## config.mk

```make
export PLATFORM = sky130hd
export DESIGN_NAME = enc164_pend_flat
export DESIGN_NICKNAME = d
export VERILOG_FILES = /design/src/rtl/enc164_pkg.sv /design/src/rtl/enc164_pend_if.sv /design/src/rtl/enc164_prio_sel.sv /design/src/rtl/enc164_pend.sv /design/src/flat_wrapper.sv
export SDC_FILE = /design/constraint.sdc
export NUM_CORES = 1
export LEC_CHECK = 0
export BUFFER_PORTS_ARGS = -buffer_cell sky130_fd_sc_hd__buf_2
export CORE_MARGIN = 2
export CORE_UTILIZATION = 45
export CTS_BUF_LIST = sky130_fd_sc_hd__clkbuf_8
export DETAILED_ROUTE_END_ITERATION = 12
export PLACE_DENSITY_LB_ADDON = 0.1
export SYNTH_ARGS = -nofsm -noshare
export SYNTH_HDL_FRONTEND = slang
export SYNTH_SLANG_ARGS = --single-unit
```

## constraint.sdc

```tcl
create_clock -name clk -period 2.02 [get_ports clk]
set_input_delay 0.202 -clock clk [delete_from_list [all_inputs] [get_ports clk]]
set_output_delay 0.202 -clock clk [all_outputs]
set_load 0.02 [all_outputs]
```

## src/rtl/enc164_pkg.sv

```systemverilog
// Shared constants and helpers for the enc164 request encoder.
package enc164_pkg;

  localparam int unsigned N_DEF     = 16;
  localparam int unsigned IDX_W_DEF = 4;

  function automatic logic [N_DEF-1:0] onehot(input logic [IDX_W_DEF-1:0] idx);
    logic [N_DEF-1:0] m;
    m      = '0;
    m[idx] = 1'b1;
    return m;
  endfunction

endpackage

```

## src/rtl/enc164_pend_if.sv

```systemverilog
// Request capture and index output bundle for enc164_pend.
interface enc164_pend_if
  import enc164_pkg::*;
#(
  parameter int unsigned N = N_DEF
) ();

  localparam int unsigned IDX_W = $clog2(N);

  logic             en;
  logic [N-1:0]     req;
  logic             out_valid;
  logic             out_ready;
  logic [IDX_W-1:0] out_idx;
  logic [N-1:0]     pending;

  modport master (
    output en, req, out_ready,
    input  out_valid, out_idx, pending
  );

  modport slave (
    input  en, req, out_ready,
    output out_valid, out_idx, pending
  );

endinterface

```

## src/rtl/enc164_prio_sel.sv

```systemverilog
// Combinational picker: first set bit of vec at or after base, wrapping N-1 -> 0.
module enc164_prio_sel
  import enc164_pkg::*;
#(
  parameter  int unsigned N     = N_DEF,
  localparam int unsigned IDX_W = $clog2(N)
) (
  input  logic [N-1:0]     vec,
  input  logic [IDX_W-1:0] base,
  output logic             any,
  output logic [IDX_W-1:0] idx
);

  logic [IDX_W-1:0] w_pos;

  always_comb begin
    any   = 1'b0;
    idx   = '0;
    w_pos = '0;
    for (int unsigned i = 0; i < N; i++) begin
      // IDX_W-bit add wraps naturally because N is a power of two
      w_pos = base + IDX_W'(i);
      if (!any && vec[w_pos]) begin
        any = 1'b1;
        idx = w_pos;
      end
    end
  end

endmodule

```

## src/rtl/enc164_pend.sv

```systemverilog
// Registered 16-to-4 pending-request encoder with valid/ready output stage.
// Define ENC164_ROUND_ROBIN_EN for rotating priority; default is lowest-index-first.
module enc164_pend
  import enc164_pkg::*;
#(
  parameter int unsigned N = N_DEF
) (
  input logic         clk,
  input logic         rst,
  enc164_pend_if.slave bus
);

  localparam int unsigned IDX_W = $clog2(N);

  logic [N-1:0]     r_pending;
  logic             r_valid;
  logic [IDX_W-1:0] r_idx;

  logic             w_free;
  logic             w_any;
  logic             w_load;
  logic [IDX_W-1:0] w_sel;
  logic [IDX_W-1:0] w_base;
  logic [N-1:0]     w_mask;
  logic [N-1:0]     w_clr;
  logic [N-1:0]     w_set;

`ifdef ENC164_ROUND_ROBIN_EN
  logic [IDX_W-1:0] r_ptr;

  always_ff @(posedge clk or posedge rst) begin
    if (rst) begin
      r_ptr <= '0;
    end else if (w_load) begin
      r_ptr <= w_sel + IDX_W'(1);
    end
  end

  assign w_base = r_ptr;
`else
  assign w_base = '0;
`endif

  enc164_prio_sel #(
    .N (N)
  ) u_sel (
    .vec  (r_pending),
    .base (w_base),
    .any  (w_any),
    .idx  (w_sel)
  );

  if (N == N_DEF) begin : g_pkg_mask
    assign w_mask = onehot(IDX_W_DEF'(w_sel));
  end else begin : g_shift_mask
    assign w_mask = N'(1) << w_sel;
  end

  assign w_free = !r_valid || bus.out_ready;
  assign w_load = w_free && w_any;
  assign w_clr  = w_load ? w_mask : '0;
  assign w_set  = bus.en ? bus.req : '0;

  // Set is OR'd after clear so a re-request on the granted bit keeps it pending
  always_ff @(posedge clk or posedge rst) begin
    if (rst) begin
      r_pending <= '0;
      r_valid   <= 1'b0;
      r_idx     <= '0;
    end else begin
      r_pending <= (r_pending & ~w_clr) | w_set;
      if (w_free) begin
        r_valid <= w_any;
        if (w_any) begin
          r_idx <= w_sel;
        end
      end
    end
  end

  assign bus.out_valid = r_valid;
  assign bus.out_idx   = r_idx;
  assign bus.pending   = r_pending;

endmodule
```

## src/flat_wrapper.sv

```systemverilog
// flat-port wrapper written by rule: the top's interface ports become plain ports
module enc164_pend_flat import enc164_pkg::*;
#(
  parameter int unsigned N = N_DEF
)
  (clk, rst, bus_en, bus_req, bus_out_ready, bus_out_valid, bus_out_idx, bus_pending);
  enc164_pend_if #(.N(N)) bus_i ();
  input logic clk;
  input logic rst;
  input wire logic [$bits(bus_i.en)-1:0] bus_en;
  input wire logic [$bits(bus_i.req)-1:0] bus_req;
  input wire logic [$bits(bus_i.out_ready)-1:0] bus_out_ready;
  output wire logic [$bits(bus_i.out_valid)-1:0] bus_out_valid;
  output wire logic [$bits(bus_i.out_idx)-1:0] bus_out_idx;
  output wire logic [$bits(bus_i.pending)-1:0] bus_pending;
  assign bus_i.en = bus_en;
  assign bus_i.req = bus_req;
  assign bus_i.out_ready = bus_out_ready;
  assign bus_out_valid = bus_i.out_valid;
  assign bus_out_idx = bus_i.out_idx;
  assign bus_pending = bus_i.pending;
  enc164_pend #(.N(N)) u_core (.clk(clk), .rst(rst), .bus(bus_i));
endmodule
```

**Yosys cells after proc, flatten, opt, wreduce, memory -nomap -nowiden**

Cells that the tools add are included.

- Word-level logic and storage cells: 78
- Register bits after elaboration: 21

- Bitwise operators: 3
- Mux-type cells: 35
- Reductions and logical operators: 35
- Order comparisons: 2

Operators by type and width:

| kind | count |
|---|---|
| 2-to-1 mux 4 bit | 14 |
| 2-to-1 mux 16 bit | 2 |
| 2-to-1 mux 1 bit | 18 |
| logical AND 1 bit | 17 |
| AND 16 bit | 1 |
| logical NOT 1 bit | 16 |
| NOT 16 bit | 1 |
| OR 16 bit | 1 |
| < comparator 4 x 5 -> 1 bit, second input constant | 1 |
| demux 1 bit (select 4 bit) | 1 |
| >= comparator 4 x 1 -> 1 bit, second input constant | 1 |
| AND reduction 2 bit | 1 |
| logical OR 1 bit | 1 |

**Logic depth before layout (Yosys ltp)**

Gate-level depths: netlist of the first run.

- Word-level depth: 54
- Mapped depth: 6
- Mapped depth without buffers: 5

**Hierarchy**

A second synthesis of the first run with hierarchy kept.

- Cells, all modules: 375
- Area, all modules: 3,428.3 um^2

By module, submodules not included:

| module | times used | seq. area each (um^2) | area each (um^2) | cells each |
|---|---|---|---|---|
| enc164_prio_sel | 1 | 0.0 | 2,472.4 | 280 |
| enc164_pend | 1 | 525.5 | 955.9 | 95 |

**Worst setup path before layout of the first run**

Ideal clock, no wire load.

- Kind: register to register
- Start: register u_core.r_pending[3] (netlist: u_core.bus.pending[3])
- End: register u_core.r_pending[3] (netlist: u_core.bus.pending[3])
- Data arrival time: 1.931 ns
- Setup time: 0.127 ns
- Setup slack: -0.038 ns
- Buffers on the path: 0
- Required time: 1.893 ns
- Stages on the path, launching flop included: 5
- Cells stage by stage: dfrtp_1 > or4_4 > or4_4 > a32oi_2 > o21ai_1

- Longest elaborated chain between the ends: 46

Ends and longest elaborated chain:

| item | RTL line | RTL |
|---|---|---|
| start: declaration | enc164_pend.sv:15 | `logic [N-1:0] r_pending;` |
| start signal: assignment | enc164_pend.sv:71 | `r_pending <= (r_pending & ~w_clr) \| w_set;` |
| logical AND 1 bit | enc164_prio_sel.sv:23 | `if (!any && vec[w_pos]) begin` |
| 2-to-1 mux 1 bit | enc164_prio_sel.sv:23 |  |
| logical NOT 1 bit | enc164_prio_sel.sv:23 |  |
| logical AND 1 bit | enc164_prio_sel.sv:23 |  |
| 2-to-1 mux 1 bit | enc164_prio_sel.sv:23 |  |
| logical NOT 1 bit | enc164_prio_sel.sv:23 |  |
| logical AND 1 bit | enc164_prio_sel.sv:23 |  |
| 2-to-1 mux 1 bit | enc164_prio_sel.sv:23 |  |
| [30 not listed] | -- |  |
| < comparator 4 x 5 -> 1 bit (not written as such) / >= comparator 4 x 1 -> 1 bit (equally long branches) | enc164_pkg.sv:10 | `m[idx] = 1'b1;` |
| logical AND 1 bit (not written as such) | enc164_pkg.sv:10 |  |
| 2-to-1 mux 1 bit (not written as such) | enc164_pkg.sv:10 |  |
| demux 1 bit (select 4 bit) | enc164_pkg.sv:10 |  |
| 2-to-1 mux 16 bit | enc164_pend.sv:61 | `assign w_clr = w_load ? w_mask : '0;` |
| NOT 16 bit | enc164_pend.sv:71 |  |
| AND 16 bit (*) | enc164_pend.sv:71 |  |
| OR 16 bit (*) | enc164_pend.sv:71 |  |

Every way passes the cells marked *; elsewhere a longest branch is shown, timed or not.
A chain may end at the register's enable or synchronous reset.

**Final worst setup path of the first run**

- Start: register u_core.r_pending[4] (netlist: u_core.bus.pending[4])
- End: register u_core.r_pending[7] (netlist: u_core.bus.pending[7])

- Longest elaborated chain between the ends: 43

Ends and longest elaborated chain:

| item | RTL line |
|---|---|
| logical AND 1 bit (*) | enc164_prio_sel.sv:23 |
| 2-to-1 mux 1 bit | enc164_prio_sel.sv:23 |
| logical NOT 1 bit | enc164_prio_sel.sv:23 |
| logical AND 1 bit | enc164_prio_sel.sv:23 |
| 2-to-1 mux 1 bit | enc164_prio_sel.sv:23 |
| logical NOT 1 bit | enc164_prio_sel.sv:23 |
| logical AND 1 bit | enc164_prio_sel.sv:23 |
| 2-to-1 mux 1 bit | enc164_prio_sel.sv:23 |
| [27 not listed] | -- |
| < comparator 4 x 5 -> 1 bit (not written as such) / >= comparator 4 x 1 -> 1 bit (equally long branches) | enc164_pkg.sv:10 |
| logical AND 1 bit (not written as such) | enc164_pkg.sv:10 |
| 2-to-1 mux 1 bit (not written as such) | enc164_pkg.sv:10 |
| demux 1 bit (select 4 bit) | enc164_pkg.sv:10 |
| 2-to-1 mux 16 bit (*) | enc164_pend.sv:61 |
| NOT 16 bit (*) | enc164_pend.sv:71 |
| AND 16 bit (*) | enc164_pend.sv:71 |
| OR 16 bit (*) | enc164_pend.sv:71 |

Marks and branches as above.

==> results of run 1 <==
## metrics by stage
step           cells  utilization [%]  setup slack [ns]  instance area [sq um]  hold WS, ns
4_1_cts          207             66.4            0.0109                   1510        0.104
2_1_floorplan    121                -            0.0342                   1110        0.178
5_1_grt          208             68.6           0.00548                   1560        0.146
3_3_place_gp     203             64.3            0.0694                   1460        0.373
3_5_place_dp     203             64.3            0.0281                   1460        0.389
6_report         208             68.6            0.0714                   1560       0.0699
## worst max-delay path, delay by kind of cell (launching register included)
kind | cells | cell delay (ns)
flops | 1 | 0.40
compound gates | 2 | 0.36
simple gates | 3 | 0.93
buf+inv | 1 | 0.14
## power by group
part	switching [uW]	internal (uW)
logic	173	108
registers	16.5	450
clock network	144	138
total	333	696
## flip-flops by register name, summed over array words and instances, names as in the netlist
register              count
u_core.bus.out_idx        4
u_core.bus.out_valid      1
u_core.bus.pending       16
## how the worst min path moves through the flow
stage                     depth (start not counted)                                end  from
final                                             2   u_core.bus.out_valid$_DFFE_PP0N_   rst
after floorplan                                   1  u_core.bus.out_idx[0]$_DFFE_PP0P_   rst
after detailed placement                          2  u_core.bus.out_idx[2]$_DFFE_PP0P_   rst
after global placement                            2    u_core.bus.pending[6]$_DFF_PP0_   rst
after CTS                                         2  u_core.bus.out_idx[3]$_DFFE_PP0P_   rst
after global routing                              2   u_core.bus.out_valid$_DFFE_PP0N_   rst
## logic make-up after synthesis
group           synth area share [%]
simple gates                    20.2
flops                           47.4
buf+inv                         3.38
compound gates                  29.1
## metal layers
layer,vias to the layer above,part of all wire (%)
met5,-,0
met1,559,45
met2,48,46
met3,8,6.4
li1,579,-
met4,0,2.6
## repair_timing
item,CTS,global route
endpoints found under the setup margin,0,4
buffers inserted,0,1
resized for setup,0,8
## area by class of cell
type                    instances  area (sq um)  share of cell area [%]
clock buffers                   3          41.3                    2.64
clock inverters                 1          5.00                   0.321
inverters                       7          26.3                    1.68
multi-input cells              90           583                    37.3
flip-flops and latches         21           528                    33.8
well taps                      28          35.0                    2.24
repair buffers                 58           343                    22.0
## placed cells by master (no fill, tap or decap), types with 4 or more instances in the layout
| cell type | instances |
|---|---|
| nand2_1 | 8 |
| nor3_1 | 5 |
| a21oi_1 | 13 |
| a22oi_1 | 8 |
| nor2_1 | 11 |
| dfrtp_1 | 19 |
| a31oi_1 | 6 |
| buf_4 | 16 |
| inv_1 | 7 |
| o21ai_1 | 4 |
| buf_2 | 40 |
## synthesized netlist by cell type, drive strengths merged
cell type | number | area [sq um]
a211oi | 2 | 15.0
a21oi | 13 | 65.1
a22o | 3 | 26.3
a22oi | 8 | 60.1
a2bb2oi | 1 | 8.76
a31o | 1 | 8.76
a31oi | 6 | 37.5
a32oi | 1 | 16.3
a41oi | 2 | 17.5
and2 | 1 | 6.26
clkbuf | 3 | 11.3
dfrtp | 21 | 526
inv | 7 | 26.3
nand2 | 8 | 30.0
nand2b | 2 | 12.5
nand3 | 3 | 15.0
nand4 | 1 | 6.26
nor2 | 11 | 41.3
nor2b | 1 | 6.26
nor3 | 5 | 25.0
nor4 | 4 | 31.3
o21ai | 8 | 40.0
o21bai | 1 | 7.51
o31ai | 2 | 20.0
or3 | 2 | 12.5
or4 | 4 | 37.5
==> flow_summary.json, run 1 <==
{
  "outcome": "finished clean",
  "reg2reg_slack_ns": 0.07,
  "cts_num_sinks": 21,
  "fp.coreArea_sq_mm": 0.00228,
  "path_cells": "buf_6 -> nor4_4 -> nand2_1 -> or4_4 -> a32oi_4 -> o21ai_1",
  "r2r-start": "u_core.bus.pending[4]$_DFF_PP0_",
  "period_needed_ns": 1.95,
  "postCtsHoldBufs": 0,
  "die_h_microns": 53.7,
  "met2_usage_pct": 39.6,
  "cp-end-kind": "flip-flop",
  "grt_pass1_wl_microns": 5020,
  "syn_nets": 141,
  "cts_tree": "built",
  "power.leakage_uw": 0.000691,
  "relSlewSlack_pct": 47.6,
  "post-route-period-util_pct": 96.5,
  "boundaryPins": 41,
  "rsz0062_at_grt": "no",
  "cts_buffers": 3,
  "met3_usage_pct": 2.22,
  "dr.pass1.iters": 4,
  "synthDistinctLibCells": 30,
  "die-area_sq_mm": 0.00288,
  "tightest_slew_ns": 0.785,
  "max_freq_mhz": 513,
  "tns_ns": 0,
  "drc": 0,
  "hold_path.class": "input pin to asynchronous set/reset pin",
  "cts_root_buf": "clkbuf_8",
  "avgSynthCellArea_sq_um": 9.17,
  "portBuffers": 40,
  "wirelength_microns": 3170,
  "crit_type": "flip-flop to flip-flop",
  "antenna_cells": 0,
  "cap_violations": 0,
  "start_util_pct": 48.8,
  "finClkSkew_ns": 0.00328,
  "clkSlewWorstSetupHoldPaths_ns": 0.08,
  "gr-usage-met1_pct": 32.2,
  "antenna_found_initial": 0,
  "power.total_uw": 1030,
  "synth_area_sq_mm": 0.00111,
  "hold_viol_final": 0,
  "grt_pass1_vias": 1124,
  "cp_data_arrival_time_ns": 2.10,
  "synth_warnings": 0,
  "critPathSlowestCell": "or4_4",
  "top_usage_layer": "met2",
  "core.rowCount": 17,
  "cp_data_required_time_ns": 2.17,
  "startpoint": "u_core.bus.pending[4]$_DFF_PP0_",
  "viasPerCell": 5.74,
  "crit_end": "u_core.bus.pending[7]$_DFF_PP0_",
  "cts-htree-levels": 1,
  "ir_worst_vdd_v": 0.000482,
  "clock_latency_ns": 0.26,
  "ff2ff_path_depth": 6,
  "ys_seq_area_share_pct": 47.4,
  "finalMaxSlewViolations": 0,
  "dr_total_vias": 1194,
  "dpl.hpwl_microns": 2480,
  "drt_iter0_drc": 41,
  "track_usage_pct": 24.4,
  "fillers": 192,
  "grt_start_max_net_pins": 22,
  "overflow": 0,
  "timing.rr.end": "u_core.bus.pending[7]$_DFF_PP0_",
  "finalNetCount": 201,
  "drive_gt1_share_pct": 40.6,
  "globalplace.congestion": 0.887,
  "routedWlPerCell_microns": 15.2,
  "setup-violations-final": 0,
  "crit_path_max_fanout": 5,
  "power-per-cell-area_mw_per_mm2": 659,
  "area_growth_pct": 40.7,
  "cp-start-kind": "flip-flop",
  "synthCells": 121,
  "ys_seq_elements": 21,
  "cts_buffer_depth": 2,
  "fp.dieW_microns": 53.7,
  "cpPeakStageDelay_ns": 0.53,
  "postRouteAntennaNets": 0
}
Note: power is estimated with default switching activity, not from simulation.
==> inputs of run 2 (changes only) <==
--- a/config.mk
+++ b/config.mk
@@ -10,7 +10,7 @@
 export CORE_UTILIZATION = 45
 export CTS_BUF_LIST = sky130_fd_sc_hd__clkbuf_8
 export DETAILED_ROUTE_END_ITERATION = 12
-export PLACE_DENSITY_LB_ADDON = 0.1
+export PLACE_DENSITY = 0.77
 export SYNTH_ARGS = -nofsm -noshare
 export SYNTH_HDL_FRONTEND = slang
 export SYNTH_SLANG_ARGS = --single-unit
==> run 2 against run 1 <==
  * First-iteration DRC count grew 44%
  * Critical endpoint is now u_core.bus.pending[3]$_DFF_PP0_
  * Non-clock buffer count is the same
  * Flip-flop and latch count is the same
  * Largest power group unchanged
  * Final area grew 0.48%
  * Critical path depth shrank 1
==> flow_summary.json, run 2 (synthesis gave the netlist of run 1 again) <==
{
  "outcome": "finished clean",
  "viasPerCell": 6.08,
  "setup-violations-final": 0,
  "met3_usage_pct": 5.00,
  "ff2ff_path_depth": 5,
  "cp_data_arrival_time_ns": 2.16,
  "top_usage_layer": "met2",
  "die_h_microns": 53.7,
  "power.leakage_uw": 0.000710,
  "timing.rr.end": "u_core.bus.pending[3]$_DFF_PP0_",
  "fp.dieW_microns": 53.7,
  "postCtsHoldBufs": 0,
  "cts_tree": "built",
  "dpl_cell_area_sq_mm": 0.00146,
  "met2_usage_pct": 42.9,
  "fp.coreArea_sq_mm": 0.00228,
  "area_growth_pct": 41.4,
  "cap_violations": 0,
  "grt_start_max_net_pins": 22,
  "cp_data_required_time_ns": 2.16,
  "r2r-start": "u_core.bus.pending[0]$_DFF_PP0_",
  "hold_viol_final": 0,
  "rsz0062_at_grt": "yes",
  "track_usage_pct": 26.6,
  "crit_path_max_fanout": 5,
  "relSlewSlack_pct": 47.0,
  "dp_cells": 202,
  "fillers": 167,
  "globalplace.congestion": 0.910,
  "portBuffers": 40,
  "antenna_found_initial": 0,
  "antenna_cells": 0,
  "die-area_sq_mm": 0.00288,
  "cts_buffers": 3,
  "fin_area_sq_mm": 0.00157,
  "max_freq_mhz": 495,
  "reg2reg_slack_ns": 0.0007,
  "finalMaxSlewViolations": 0,
  "cp-start-kind": "flip-flop",
  "dr.pass1.iters": 4,
  "cts_root_buf": "clkbuf_8",
  "dr_total_vias": 1264,
  "clock_latency_ns": 0.26,
  "grt_pass1_vias": 1154,
  "dpl.hpwl_microns": 2600,
  "core.rowCount": 17,
  "overflow": 0,
  "largest_register_ffs": 16,
  "cts-htree-levels": 1,
  "routedWlPerCell_microns": 17.2,
  "drt_iter0_drc": 59,
  "final_cells": 208,
  "finalNetCount": 201,
  "cts_buffer_depth": 2,
  "drive_gt1_share_pct": 40.0,
  "post-route-period-util_pct": 100,
  "tightest_slew_ns": 0.794,
  "cts_num_sinks": 21,
  "ir_worst_vdd_v": 0.000388,
  "tns_ns": 0,
  "postRouteAntennaNets": 0,
  "power-per-cell-area_mw_per_mm2": 653,
  "gr-usage-met1_pct": 35.9,
  "wirelength_microns": 3570,
  "finClkSkew_ns": 0.00123,
  "start_util_pct": 48.8,
  "power.total_uw": 1020,
  "layout_common_cells": "buf_2 (40), dfrtp_1 (19), buf_4 (16)",
  "drc": 0,
  "grt_pass1_wl_microns": 5470,
  "boundaryPins": 41,
  "clkSlewWorstSetupHoldPaths_ns": 0.07,
  "crit_type": "flip-flop to flip-flop",
  "hold_path.class": "input pin to asynchronous set/reset pin",
  "cp-end-kind": "flip-flop",
  "period_needed_ns": 2.02,
  "final_common_cell": "buf_2"
}
run 2: cell types whose count changed in the layout (fill, tap and decap cells not counted):
cell | before | now
nor4_4 | 1 | 2
inv_1 | 7 | 8
clkinv_2 | 1 | 0
nor4_2 | 2 | 1
run 2: power breakdown:
part	switching (uW)	internal (uW)
sequential	15.8	450
combinational	182	109
clock	132	135
total	330	694
run 2: through the flow:
step / hold WS [ns] / setup slack [ns] / util (%)
after floorplan: 0.178 / 0.0342 / -
after global placement: 0.376 / 0.0716 / 64.0
after detailed placement: 0.391 / 0.00136 / 64.0
after CTS: 0.117 / 0.000310 / 66.2
after global routing: 0.163 / -0.0405 / 68.9
final: 0.0822 / 0.000697 / 68.9
run 2: what timing repair did:
action / in CTS / in global routing
endpoints found under the setup margin: 5 / 11
setup buffers: 0 / 2
resized for setup: 1 / 8
pin swaps: 0 / 6
run 2: worst max path at each step:
| stage | end | slack [ns] | cells after the start | start |
|---|---|---|---|---|
| after floorplan | u_core.bus.pending[3]$_DFF_PP0_ | 0.03 | 4 | u_core.bus.pending[3]$_DFF_PP0_ |
| after global placement | u_core.bus.pending[11]$_DFF_PP0_ | 0.07 | 4 | u_core.bus.pending[3]$_DFF_PP0_ |
| after detailed placement | u_core.bus.pending[15]$_DFF_PP0_ | 0.001 | 5 | u_core.bus.pending[3]$_DFF_PP0_ |
| after CTS | u_core.bus.pending[11]$_DFF_PP0_ | 0.0003 | 4 | u_core.bus.pending[3]$_DFF_PP0_ |
| after global routing | u_core.bus.pending[4]$_DFF_PP0_ | -0.04 | 5 | u_core.bus.pending[0]$_DFF_PP0_ |
| final | u_core.bus.pending[3]$_DFF_PP0_ | 0.0007 | 5 | u_core.bus.pending[0]$_DFF_PP0_ |
run 2: worst max-delay path, cell delays in order, from the launching register on:
cell and delay (ns):
dfrtp_2 0.40, or4_4 0.59, nor4_2 0.30, o31ai_2 0.21, a32oi_4 0.30, o21ai_1 0.11
run 2: layer usage:
| metal | wire, microns | share of wire (%) |
|---|---|---|
| met3 | 248 | 6.9 |
| met2 | 1780 | 50 |
| met1 | 1450 | 40 |
| met5 | 0 | 0 |
| met4 | 102 | 2.9 |
run 2: area by class of cell:
type	count	area [sq um]	share of cell area [%]
clock inverters	1	3.75	0.239
flip-flops and latches	21	528	33.7
well taps	28	35.0	2.23
inverters	7	26.3	1.67
multi-input cells	90	592	37.7
clock buffers	3	41.3	2.63
repair buffers	58	343	21.9
==> inputs of run 3 (changes only) <==
--- a/config.mk
+++ b/config.mk
@@ -11,6 +11,7 @@
 export CTS_BUF_LIST = sky130_fd_sc_hd__clkbuf_8
 export DETAILED_ROUTE_END_ITERATION = 12
 export PLACE_DENSITY = 0.77
+export REMOVE_ABC_BUFFERS = 1
 export SYNTH_ARGS = -nofsm -noshare
 export SYNTH_HDL_FRONTEND = slang
 export SYNTH_SLANG_ARGS = --single-unit
==> run 3 against run 2 <==
  * Flip-flop and latch count did not move
  * Sequential power barely moved
  * Routed wire length fell by 10%
  * Critical endpoint unchanged
  * Worst setup slack improved by 0.033 ns
  * Register-to-register slack improved by 0.03 ns
  * Final cell count fell by 1.9%
  * First-iteration DRC count fell by 32%
  * Clock skew rose by 0.0060 ns
  * Non-clock buffer count fell by 4
  * Die area did not move
  * Maximum frequency rose by 1.7%
==> flow_summary.json, run 3 (synthesis gave the netlist of run 1 again) <==
{
  "gr-usage-met1_pct": 33.3,
  "cts_setup_buffers": 0,
  "drt_iter0_drc": 40,
  "die-area_sq_mm": 0.00288,
  "grt_start_max_net_pins": 22,
  "dpl.hpwl_microns": 2350,
  "ff2ff_path_depth": 4,
  "die_h_microns": 53.7,
  "hold_path.class": "input pin to asynchronous set/reset pin",
  "cts_num_sinks": 21,
  "cp-start-kind": "flip-flop",
  "relSlewSlack_pct": 48.4,
  "cts_root_buf": "clkbuf_8",
  "start_util_pct": 48.8,
  "finalMaxSlewViolations": 0,
  "cap_violations": 0,
  "cts_buffer_depth": 2,
  "cpPeakStageDelay_ns": 0.59,
  "timing.rr.end": "u_core.bus.pending[3]$_DFF_PP0_",
  "postRouteAntennaNets": 0,
  "portBuffers": 40,
  "hold_viol_final": 0,
  "dpl_cell_area_sq_mm": 0.00144,
  "path_cells": "or4_4 -> or4_4 -> a32oi_4 -> o21ai_1",
  "critical_path_buf_inv_count": 0,
  "crit_family": "simple AND/OR/NAND/NOR gates",
  "finClkSkew_ns": 0.00719,
  "outcome": "finished clean",
  "antenna_cells": 0,
  "drc": 0,
  "met3_usage_pct": 3.89,
  "final_common_cell": "buf_2",
  "wirelength_microns": 3210,
  "post-route-period-util_pct": 98.3,
  "tightest_slew_ns": 0.773,
  "cp_data_arrival_time_ns": 2.13,
  "clkSlewWorstSetupHoldPaths_ns": 0.08,
  "crit_top_cell": "or4_4",
  "cts_tree": "built",
  "period_needed_ns": 1.99,
  "crit_type": "flip-flop to flip-flop",
  "met2_usage_pct": 41.7,
  "reg2reg_slack_ns": 0.03,
  "layout_common_cells": "buf_2 (40), dfrtp_1 (21), buf_4 (14)",
  "dr.pass1.iters": 4,
  "cp-end-kind": "flip-flop",
  "viasPerCell": 6.00,
  "dr_total_vias": 1223,
  "max_freq_mhz": 504,
  "clock_latency_ns": 0.27,
  "grt_pass1_wl_microns": 5180,
  "whs_ns": 0.0641,
  "fillers": 194,
  "power-per-cell-area_mw_per_mm2": 679,
  "critPathSlowestCell": "or4_4",
  "r2r-start": "u_core.bus.pending[3]$_DFF_PP0_",
  "finalNetCount": 197,
  "antenna_found_initial": 0,
  "boundaryPins": 41,
  "routedWlPerCell_microns": 15.7,
  "cts_buffers": 3,
  "crit_path_max_fanout": 5,
  "fin_area_sq_mm": 0.00151,
  "drive_gt1_share_pct": 36.9,
  "setup-violations-final": 0,
  "largest_register_ffs": 16,
  "cts-htree-levels": 1,
  "overflow": 0,
  "ir_worst_vdd_v": 0.000565,
  "globalplace.congestion": 0.842,
  "top_usage_layer": "met2",
  "area_growth_pct": 35.9,
  "cp_data_required_time_ns": 2.16,
  "track_usage_pct": 25.1,
  "core.rowCount": 17,
  "grt_pass1_vias": 1103,
  "fp.coreArea_sq_mm": 0.00228,
  "power.leakage_uw": 0.000657,
  "rsz0062_at_grt": "no",
  "fp.dieW_microns": 53.7
}
-- run 3: cell types whose count changed in the layout (fill, tap and decap cells not counted), sizes merged --
| cell | before | now |
|---|---|---|
| buf | 58 | 54 |
-- run 3: how the worst max path moves through the flow --
stage	from	end	slack [ns]	cells after the start
final	u_core.bus.pending[3]$_DFF_PP0_	u_core.bus.pending[3]$_DFF_PP0_	0.03	4
after detailed placement	u_core.bus.pending[3]$_DFF_PP0_	u_core.bus.pending[11]$_DFF_PP0_	-0.02	4
after global routing	u_core.bus.pending[3]$_DFF_PP0_	u_core.bus.pending[13]$_DFF_PP0_	0.003	5
after global placement	u_core.bus.pending[3]$_DFF_PP0_	u_core.bus.pending[11]$_DFF_PP0_	0.05	4
after CTS	u_core.bus.pending[3]$_DFF_PP0_	u_core.bus.pending[11]$_DFF_PP0_	0.04	4
after floorplan	u_core.bus.pending[3]$_DFF_PP0_	u_core.bus.pending[3]$_DFF_PP0_	-0.04	4
-- run 3: area by class of cell --
class / instances / area [sq um] / share of cell area (%)
clock buffer: 3 / 41.3 / 2.74
tap: 28 / 35.0 / 2.32
multi-input combinational: 90 / 571 / 37.8
clock inverter: 1 / 3.75 / 0.249
inverter: 7 / 26.3 / 1.74
sequential: 21 / 526 / 34.9
timing repair buffer: 54 / 305 / 20.2
-- run 3: repair_timing --
| item | CTS | global route |
|---|---|---|
| cloned | 0 | 0 |
| hold buffers | 0 | 0 |
| setup endpoints to repair | 4 | 12 |
| gates resized for setup | 1 | 3 |
| hold endpoints to repair | 0 | 0 |
| pin swaps | 1 | 0 |
-- run 3: per-layer routing --
layer / up-vias / wire [microns]
met2: 49 / 1670
met5: - / 0
met4: 0 / 42
met1: 593 / 1310
met3: 7 / 192
li1: 574 / -
-- run 3: worst register-to-register path, stage by stage (launching register included) --
cell,delay [ns]
dfrtp_1,0.38
or4_4,0.59
or4_4,0.55
a32oi_4,0.25
o21ai_1,0.10
-- run 3: where the power goes --
part / switching, uW / total (uW) / internal (uW)
sequential: 14.9 / 464 / 449
combinational: 173 / 281 / 108
clock: 143 / 279 / 136
total: 331 / 1020 / 693
-- run 3: metrics by stage --
step	power (uW)	setup TNS, ns	setup WS (ns)	cells	utilization (%)
floorplan	616	-0.153	-0.0384	118	-
global placement	736	0	0.0487	200	63.2
detailed placement	743	-0.0392	-0.0214	200	63.2
CTS	1020	0	0.0402	204	65.7
global route	1080	0	0.00300	204	66.2
finish	1020	0	0.0342	204	66.2
